File: src/rtl/seq_recog_pkg.sv
// Shared defaults and fill-level state type for the symbol-sequence recognizer.
// No logic; purely constants, types and a helper to classify the fill level.
package seq_recog_pkg;

  localparam int DEF_WIDTH = 7;
  localparam int DEF_LEN   = 3;
  localparam int DEF_CNT_W = 8;

  // "123" in 7-bit ASCII, first expected symbol in the MS slice
  localparam logic [DEF_LEN*DEF_WIDTH-1:0] DEF_RESET_PAT = {7'h31, 7'h32, 7'h33};

  typedef enum logic [1:0] {
    EMPTY   = 2'd0,
    FILLING = 2'd1,
    FULL    = 2'd2
  } fill_state_t;

  function automatic fill_state_t fill_state(input int fill, input int len);
    if (fill == 0) return EMPTY;
    if (fill >= len) return FULL;
    return FILLING;
  endfunction

endpackage

File: src/rtl/seq_history.sv
// LEN-deep WIDTH-bit symbol shift register; slot 0 (oldest) sits in the MS slice.
// Single-cycle update, flush beats enable; o_shift is the would-be contents after a shift.
module seq_history #(
  parameter int WIDTH = 7,
  parameter int LEN   = 3
) (
  input  logic                   clk,
  input  logic                   rst_n,
  input  logic                   i_flush,
  input  logic                   i_en,
  input  logic [WIDTH-1:0]       i_sym,
  output logic [LEN*WIDTH-1:0]   o_shift
);

  logic [LEN*WIDTH-1:0] r_hist;
  logic [LEN*WIDTH-1:0] w_shift;

  generate
    if (LEN == 1) begin : g_one
      assign w_shift = i_sym;
    end else begin : g_multi
      assign w_shift = {r_hist[(LEN-1)*WIDTH-1:0], i_sym};
    end
  endgenerate

  always_ff @(posedge clk or negedge rst_n) begin
    if (!rst_n) begin
      r_hist <= '0;
    end else if (i_flush) begin
      r_hist <= '0;
    end else if (i_en) begin
      r_hist <= w_shift;
    end
  end

  assign o_shift = w_shift;

endmodule

File: src/rtl/seq_recognizer.sv
// Matches the last LEN accepted symbols against a programmable pattern; counts hits.
// Match pulse one cycle after the accepting edge; no backpressure, every valid symbol is taken.
module seq_recognizer
  import seq_recog_pkg::*;
#(
  parameter int                          WIDTH     = DEF_WIDTH,
  parameter int                          LEN       = DEF_LEN,
  parameter int                          CNT_W     = DEF_CNT_W,
  parameter logic [LEN*WIDTH-1:0]        RESET_PAT = DEF_RESET_PAT
) (
  input  logic                                  clk,
  input  logic                                  rst_n,
  input  logic                                  in_valid,
  input  logic [WIDTH-1:0]                      in_sym,
  input  logic                                  prog_en,
  input  logic [((LEN > 1) ? $clog2(LEN) : 1)-1:0] prog_idx,
  input  logic [WIDTH-1:0]                      prog_sym,
  input  logic                                  overlap,
  input  logic                                  clear,
  output logic                                  match,
  output logic [CNT_W-1:0]                      match_count,
  output logic [$clog2(LEN+1)-1:0]              fill
);

  localparam int IDX_W  = (LEN > 1) ? $clog2(LEN) : 1;
  localparam int FILL_W = $clog2(LEN + 1);
  localparam logic [FILL_W-1:0] FILL_FULL = FILL_W'(LEN);
  localparam logic [CNT_W-1:0]  CNT_MAX   = '1;

  logic [WIDTH-1:0]      r_pat [LEN];
  logic [LEN*WIDTH-1:0]  w_pat;
  logic [LEN*WIDTH-1:0]  w_shift;
  logic [FILL_W-1:0]     r_fill;
  logic [FILL_W-1:0]     w_fill_inc;
  logic                  r_match;
  logic [CNT_W-1:0]      r_count;
  logic                  w_hit;
  fill_state_t           w_fill_state;

  for (genvar g = 0; g < LEN; g++) begin : g_pat
    assign w_pat[(LEN-1-g)*WIDTH +: WIDTH] = r_pat[g];
  end

  // Any flush (clear or reprogram) wins over a concurrent accept inside the history
  seq_history #(
    .WIDTH (WIDTH),
    .LEN   (LEN)
  ) u_history (
    .clk     (clk),
    .rst_n   (rst_n),
    .i_flush (clear | prog_en),
    .i_en    (in_valid),
    .i_sym   (in_sym),
    .o_shift (w_shift)
  );

  assign w_fill_inc = (r_fill == FILL_FULL) ? r_fill : r_fill + FILL_W'(1);
  assign w_hit      = (w_fill_inc == FILL_FULL) && (w_shift == w_pat);

  always_ff @(posedge clk or negedge rst_n) begin
    if (!rst_n) begin
      for (int i = 0; i < LEN; i++) begin
        r_pat[i] <= RESET_PAT[(LEN-1-i)*WIDTH +: WIDTH];
      end
      r_fill  <= '0;
      r_match <= 1'b0;
      r_count <= '0;
    end else if (clear) begin
      r_fill  <= '0;
      r_match <= 1'b0;
      r_count <= '0;
    end else if (prog_en) begin
      for (int i = 0; i < LEN; i++) begin
        if (prog_idx == IDX_W'(i)) r_pat[i] <= prog_sym;
      end
      r_fill  <= '0;
      r_match <= 1'b0;
    end else if (in_valid) begin
      r_match <= w_hit;
      if (w_hit && (r_count != CNT_MAX)) r_count <= r_count + CNT_W'(1);
      r_fill  <= (w_hit && !overlap) ? '0 : w_fill_inc;
    end else begin
      r_match <= 1'b0;
    end
  end

  assign w_fill_state = fill_state(32'(r_fill), LEN);

  // A hit leaves the history either still full (overlap) or flushed, never part-filled
  a_hit_leaves_full_or_empty: assert property (
    @(posedge clk) disable iff (!rst_n) r_match |-> (w_fill_state != FILLING)
  );

  assign match       = r_match;
  assign match_count = r_count;
  assign fill        = r_fill;

endmodule

File: config.mk
export PLATFORM = sky130hd
export DESIGN_NAME = seq_recognizer
export DESIGN_NICKNAME = d
export VERILOG_FILES = /design/src/rtl/seq_recog_pkg.sv /design/src/rtl/seq_history.sv /design/src/rtl/seq_recognizer.sv
export SDC_FILE = /design/constraint.sdc
export NUM_CORES = 1
export LEC_CHECK = 0
export ABC_AREA = 1
export CELL_PAD_IN_SITES_DETAIL_PLACEMENT = 1
export CELL_PAD_IN_SITES_GLOBAL_PLACEMENT = 2
export CORE_UTILIZATION = 34
export DETAILED_ROUTE_END_ITERATION = 7
export PLACE_DENSITY_LB_ADDON = 0.1
export SLEW_MARGIN = 25
export SYNTH_ARGS = -nofsm -noshare
export SYNTH_HDL_FRONTEND = slang
export SYNTH_SLANG_ARGS = --single-unit
File: constraint.sdc
create_clock -name clk -period 2.69 [get_ports clk]
set_input_delay 0.538 -clock clk [delete_from_list [all_inputs] [get_ports clk]]
set_output_delay 0.538 -clock clk [all_outputs]
set_load 0.01 [all_outputs]
## Word-level counts from Yosys, hierarchy flattened

Index checks and enable logic that the tools add are counted.

- Logic and storage cells: 45
- Input bits: 22
- Register bits: 46

- Equal/unequal tests: 7
- Muxes and demuxes: 14
- $add $sub $neg: 2
- Reductions and logical operators: 13
- Bitwise operators: 2

Operators by type and width:

| operator | count |
|---|---|
| 8-bit 2-to-1 mux | 4 |
| 14-bit 2-to-1 mux | 2 |
| 21-bit == test | 1 |
| 3-bit AND reduction | 4 |
| 2-bit 2-to-1 mux | 5 |
| 8-bit by 1-bit adder with 8-bit output, second input constant | 1 |
| 8-bit inequality test, second input constant | 1 |
| 2-bit == test, second input constant | 3 |
| 2-bit nonzero test | 3 |
| 1-bit logical AND | 3 |
| 1-bit 2-to-1 mux | 3 |
| 3-bit nonzero test | 1 |
| 2-bit by 1-bit adder with 2-bit output, second input constant | 1 |
| 2-bit by 1-bit == test with 1-bit output, second input constant | 1 |
| 2-bit logical NOT | 1 |
| 2-bit by 1-bit inequality test with 1-bit output, second input constant | 1 |
| 1-bit logical NOT | 1 |
| 1-bit inverter | 1 |
| 1-bit bitwise OR | 1 |

## Logic depth before layout (Yosys ltp)

Gate-level depths: netlist of the first run.

- Word-level depth: 9
- Depth in mapped cells: 11

## Hierarchy

From an unflattened synthesis of the first run, not the netlist that was laid out.

- Cells, all modules: 368
- Area total of the unflattened synthesis: 2631.3 sq um

By module, submodules not included:

| module | cells an instance | times used | sequential area each (sq um) | area an instance (sq um) |
|---|---|---|---|---|
| seq_recognizer | 300 | 1 | 813.3 | 2004.4 |
| seq_history | 68 | 1 | 350.3 | 626.9 |

## Least setup slack after synthesis of the first run

OpenSTA, ideal clock, no wires.

- Path kind: register to register
- Start: register r_count[0], in the netlist match_count[0]
- End: register r_count[4], in the netlist match_count[4]
- Arrival: 1343 ps
- Required time: 2572 ps
- Library setup time: 118 ps
- Path slack: 1229 ps
- Stages on the path, launching flop included: 8
- Cell sequence: dfrtp_1 -> ha_1 -> nand2_1 -> nor2_2 -> a21oi_4 -> nand4_4 -> nand3_1 -> nand2_1

- Word-level cells in the longest chain between the ends: 5

RTL lines:

| element | line | source |
|---|---|---|
| from (decl) | seq_recognizer.sv:36 | `logic [CNT_W-1:0] r_count;` |
| from (signal assigned) | seq_recognizer.sv:80 | `if (w_hit && (r_count != CNT_MAX)) r_count <= r_count + CNT_W'(1);` |
| 8-bit by 1-bit adder with 8-bit output | seq_recognizer.sv:80 |  |
| 8-bit 2-to-1 mux | seq_recognizer.sv:80 |  |
| 8-bit 2-to-1 mux | seq_recognizer.sv:78 | `end else if (in_valid) begin` |
| 8-bit 2-to-1 mux | seq_recognizer.sv:72 | `end else if (prog_en) begin` |
| 8-bit 2-to-1 mux | seq_recognizer.sv:68 | `end else if (clear) begin` |

Several ways; a longest one is shown, not always the timed one. The select of a mux whose other input is x is not followed.
A chain may end at the register's enable or synchronous reset.

## Worst setup path after layout of the first run

- Start: register r_count[4], in the netlist match_count[4]
- End: output match_count[4]

RTL lines:

| element | line | source |
|---|---|---|
| to (decl) | seq_recognizer.sv:21 | `output logic [CNT_W-1:0] match_count,` |

No word-level cell between the ends.

==> metrics.csv, run 1 <==
stage;metric;value;unit
layout;drive_gt1_frac;0.145;
floorplan;die_width;88.7;um
grt;grt-ovfl-total;0;
layout;regArea;0.00116;mm^2
status;status;finished, final reports clean;
sta;min_period_over_period;0.709;
placed_design;dp_cells;463;
setup_path;path_buf_inv;1;
grt;grt_use_met1;0.265;
pwr;power_frac_seq;0.480;
drt;ant_nets;0;
layout;antennaDiodeCount;0;
setup_path;cpMaxStageDelayCell;clkdlybuf4s50_1;
setup_path;worst-setup-path-type;flop to output pin;
clock_network;hold_buffers;0;
clock_network;numClockSinks;46;
clock_network;cts_resized;0;
setup_path;endpoint_kind;output pin;
setup_path;cp_slowest_stage_delay;590;ps
clock_network;clkTransAtPathRegs;90;ps
synth;synth_top_cell_by_area;dfrtp_1;
sta;hold-worst-slack;208;ps
setup_path;crit_family;buffers and inverters;
layout;multi_input_area;0.00113;mm^2
floorplan;die-area;0.00786;mm^2
clock_network;postCtsSetupBuffers;0;
sta;period_minus_slack;1910;ps
drt;drt_wl_total;6.89;mm
grt;track_usage;0.196;
clock_network;cts_buffers;5;
clock_network;clock_path_buffers;2;
sta;fmax;524;MHz
setup_path;worst-path-max-fanout;7;
drt;dr.pass1.iters;4;
sta;grt_setup_unrepaired;no;
drt;via_count;2199;
synth;synth_seq_cells;46;
pwr;combPwrFrac;0.205;
pwr;power.density;547;mW/mm^2
placed_design;hpwl;5.38;mm
sta;setup_viol;0;
synth;synth.distinct_cells;28;
floorplan;io_pins;33;
drt;drc_errors;0;
pwr;power_frac_clock;0.315;
floorplan;initial_core_util;0.352;
sta;skew;5.17;ps
grt;grt-busiest-layer;met2;
clock_network;cts_tree;done;
synth;synth_area_leaders;dfrtp_1, nand2_1, dfstp_2;
placed_design;place_congestion;0.828;
grt;grt_pass1_wl;11.4;mm
hold_path;hold_class;input port to async pin;
clock_network;clock_latency;300;ps
layout;nFillCells;919;
drt;drt_iter0_drc;51;
layout;fin_nets;394;
job;maxCapViolations;0;
drt;wire_per_inst;14.6;um
sta;worst_slew_pin_slew;541;ps
synth;avgSynthCellArea;7.74;um^2
sta;max-slew-margin-rel;0.639;
pwr;switching_share;0.295;
sta;final.setup.tns;0;ps
clock_network;clock-root-buffer;clkbuf_8;
clock_network;htree_levels;2;
synth;yosysWarnings;0;
synth;yosysTopAreaCellShare;0.353;
grt;antenna_found_initial;0;
setup_path;cp_cell_sequence;clkdlybuf4s50_1;
layout;syn2layout_area_growth;23.6;%
sta;drv_slew;0;
drt;via_per_inst;4.67;
floorplan;core;0.00725;mm^2
floorplan;rows;31;
setup_path;arrival;1370;ps
floorplan;fp.dieH;88.7;um
setup_path;crit_path_start_kind;flop;
synth;synth_nets;353;
grt;grt_pass1_vias;2247;
pwr;leakagePower;1.61;nW
pwr;switchingPower;0.000509;W
sta;hold_violations;0;
grt;gr-usage-met2;0.329;
setup_path;required;2150;ps
synth;syn_area;0.00255;mm^2
layout;stdcell_count;471;
synth;synthCells;330;
pwr;p_int;0.00122;W
synth;yosysSeqAreaShare;0.456;
grt;grtUsageMet3;0.0280;
placed_design;port_buffers;32;
pwr;ir_drop;271;uV
grt;grt_max_degree;25;
==> power by group through the flow <==
stage          clock network, W  registers (W)  logic, W
3_3_place_gp                  0       0.000841  0.000351
3_5_place_dp                  0       0.000842  0.000360
6_report               0.000544       0.000828  0.000353
5_1_grt                0.000579       0.000839  0.000408
2_1_floorplan                 0       0.000827  0.000234
4_1_cts                0.000562       0.000829  0.000362
==> cell usage after synthesis (all sizes together) <==
cell    number
dfrtp       36
clkbuf       3
nor3         5
xor2         7
nor2        25
nand4       15
o22ai        9
a21oi        2
clkinv       1
buf          3
o21ai       27
xnor2        3
nand2      103
nand3       19
ha           1
inv         60
o211ai       1
dfstp       10
==> through the flow <==
stage	area, um^2	utilization	setup WS, ps	total power [W]
final	3160	0.435	783	0.00172
after global routing	3160	0.435	704	0.00183
after CTS	3160	0.435	765	0.00175
after detailed placement	3040	0.419	522	0.00120
after global placement	3040	0.419	559	0.00119
after floorplan	2550	-	1230	0.00106
==> layout by cell type (no fill, tap or decap), types with 2 or more instances in the layout <==
| master | instances |
|---|---|
| inv_2 | 8 |
| clkdlybuf4s50_1 | 31 |
| nor3_1 | 4 |
| nor2_2 | 4 |
| buf_4 | 7 |
| nand2_4 | 3 |
| inv_1 | 52 |
| dfstp_2 | 10 |
| nand2_2 | 5 |
| nand4_1 | 14 |
| nor2_8 | 2 |
| dfrtp_1 | 36 |
| nand3_1 | 19 |
| o21ai_0 | 25 |
| nor2_1 | 16 |
| nor2_4 | 3 |
| o22ai_1 | 9 |
| o21ai_1 | 2 |
| nand2_1 | 95 |
| clkbuf_8 | 6 |
| xor2_1 | 7 |
| xnor2_1 | 3 |
==> state kept, by name (all words and copies together), names as in the netlist <==
signal / cells
match_count: 8
match: 1
r_pat: 21
u_history.r_hist: 14
fill: 2
==> final timing paths <==
kind	startpoint	end	slack, ps	cells past startpoint
worst min-delay path	rst_n	u_history.r_hist[12]	210	1
worst max register to register	r_pat[5]	fill[1]	1000	11
max in group asynchronous	rst_n	r_pat[18]	1890	2
worst max-delay path	match_count[4]	match_count[4]	780	1
worst min register to register	r_pat[17]	r_pat[17]	500	2
min in group clk	r_pat[17]	r_pat[17]	500	2
==> cell families after synthesis <==
| group | Yosys count | share of synthesized area |
|---|---|---|
| adder cells (fa/ha/maj) | 1 | 0.00490 |
| XOR/XNOR | 10 | 0.0343 |
| AND/OR/NAND/NOR | 167 | 0.319 |
| AO/OA/AOI/OAI | 39 | 0.0862 |
| flip-flops | 46 | 0.456 |
| buffers and inverters | 67 | 0.0999 |
==> routing by layer <==
| metal | wire, um | up-vias |
|---|---|---|
| met5 | 0 | - |
| met3 | 128 | 7 |
| met4 | 80 | 0 |
| li1 | - | 1116 |
| met2 | 3330 | 24 |
| met1 | 3360 | 1052 |
==> area by class of cell <==
| type | instances | share of cell area |
|---|---|---|
| clock buffer | 7 | 0.0274 |
| clock inverter | 1 | 0.00952 |
| inverter | 61 | 0.0726 |
| multi-input combinational | 217 | 0.360 |
| sequential | 46 | 0.369 |
| tap | 99 | 0.0393 |
| timing repair buffer | 40 | 0.123 |
No activity file was read; power rests on OpenSTA's default activity.
==> run 2, diff against run 1 <==
CORE_UTILIZATION = 32   (was 34)
clock period = 1.8 ns   (was 2.69 ns; I/O delays follow)
==> metrics.csv, run 2 (same netlist as run 1, synthesis figures left out) <==
stage;metric;value;unit
setup_path;worst-path-max-fanout;6;
floorplan;core;0.00773;mm^2
pwr;p_int;0.00183;W
clock_network;clock-root-buffer;clkbuf_8;
grt;track_usage;0.184;
sta;setup_slack;46.6;ps
clock_network;cts_tree;done;
floorplan;rows;32;
sta;worst_slew_pin_slew;445;ps
setup_path;r2r_cells;11;
placed_design;place_congestion;0.824;
sta;drv_slew;0;
layout;final_util;0.429;
sta;fmax;570;MHz
drt;drt_wl_total;6.94;mm
layout;syn2layout_area_growth;29.8;%
setup_path;arrival;1390;ps
placed_design;hpwl;5.42;mm
sta;final.setup.tns;0;ps
pwr;power_frac_clock;0.296;
sta;grt_setup_unrepaired;no;
floorplan;die-area;0.00834;mm^2
sta;skew;8.77;ps
hold_path;hold_class;input port to async pin;
grt;grt_pass1_vias;2357;
setup_path;crit_path_start_kind;flop;
clock_network;htree_levels;2;
sta;hold_violations;7;
pwr;switching_share;0.299;
status;violations;negative hold slack;
floorplan;die_width;91.3;um
setup_path;cp_slowest_stage_delay;590;ps
setup_path;worst-setup-path-type;flop to output pin;
drt;ant_nets;0;
layout;largest_register_ffs;21;
setup_path;endpoint_kind;output pin;
sta;hold-worst-slack;-3.39;ps
grt;grt-ovfl-total;0;
drt;drc_errors;0;
layout;mostFrequentLayoutCell;nand2_1;
clock_network;numClockSinks;46;
grt;grt_max_degree;30;
drt;via_count;2276;
pwr;power_frac_seq;0.476;
pwr;leakagePower;1.70;nW
job;maxCapViolations;0;
drt;via_per_inst;4.61;
layout;mostFrequentLayoutCells;nand2_1, inv_1, dfrtp_1;
placed_design;preCtsSetupSlack;-149;ps
floorplan;fp.dieH;91.3;um
setup_path;cp_cell_sequence;clkdlybuf4s50_1;
status;status;finished with violations;
pwr;totalPowerFinal;0.00261;W
clock_network;clock_path_buffers;2;
sta;setup_viol;0;
clock_network;clkTransAtPathRegs;90;ps
drt;drt_iter0_drc;46;
sta;max-slew-margin-rel;0.703;
layout;fin_nets;414;
setup_path;cpMaxStageDelayCell;clkdlybuf4s50_1;
drt;dr.pass1.iters;4;
clock_network;postCtsSetupBuffers;0;
layout;largest-register;r_pat;
setup_path;cp_num_cells;1;
clock_network;cts_buffers;5;
sta;min_period_over_period;0.974;
sta;period_minus_slack;1750;ps
setup_path;crit_family;buffers and inverters;
clock_network;hold_buffers;0;
pwr;switchingPower;0.000779;W
layout;drive_gt1_frac;0.191;
grt;antenna_found_initial;0;
clock_network;clock_latency;300;ps
placed_design;port_buffers;32;
pwr;combPwrFrac;0.228;
layout;antennaDiodeCount;0;
setup_path;path_buf_inv;1;
pwr;power.density;786;mW/mm^2
grt;grt_pass1_wl;11.9;mm
setup_path;required;1440;ps
floorplan;io_pins;33;
drt;wire_per_inst;14.0;um
pwr;ir_drop;326;uV
floorplan;initial_core_util;0.330;
clock_network;cts_resized;0;
## run 2: changes by cell type in the layout (fill, tap and decap cells not counted)
cell and change:
clkbuf_8 -1, buf_4 +19, clkbuf_1 -1, clkinv_2 +2
buf_12 +1
## run 2: path summary, 6_finish.rpt
check	from	end	slack [ps]
max in group asynchronous	rst_n	r_pat[14]	1230
max	fill[1]	fill[1]	50
min in group clk	r_pat[0]	r_pat[0]	500
min reg2reg	r_pat[0]	r_pat[0]	500
max reg2reg	r_pat[0]	fill[0]	160
min	rst_n	r_pat[20]	-3
## run 2: power by group through the flow
stage	logic [W]	registers, W	clock network, W
3_3_place_gp	0.000593	0.00126	0
4_1_cts	0.000606	0.00124	0.000800
3_5_place_dp	0.000602	0.00126	0
5_1_grt	0.000678	0.00126	0.000833
2_1_floorplan	0.000350	0.00124	0
6_report	0.000594	0.00124	0.000771
## run 2: through the flow
step / area [um^2] / std cells
3_3_place_gp: 3210 / 486
3_5_place_dp: 3210 / 486
5_1_grt: 3310 / 494
4_1_cts: 3310 / 494
6_report: 3310 / 494
2_1_floorplan: 2550 / 330
## run 2: area by class of cell
class                   count  area, um^2
clock inverters             3        40.0
repair buffers             60         551
fillers                   941        4410
clock buffers               5        68.8
flip-flops and latches     46        1160
well taps                 102         128
inverters                  61         229
multi-input cells         217        1130
## run 2: routing by layer
metal / up-vias / GRT usage / part of all wire
li1: 1161 / - / -
met4: 0 / 0.0397 / 0.0091
met1: 1087 / 0.256 / 0.49
met5: - / 0 / 0
met2: 23 / 0.303 / 0.48
met3: 5 / 0.0285 / 0.018
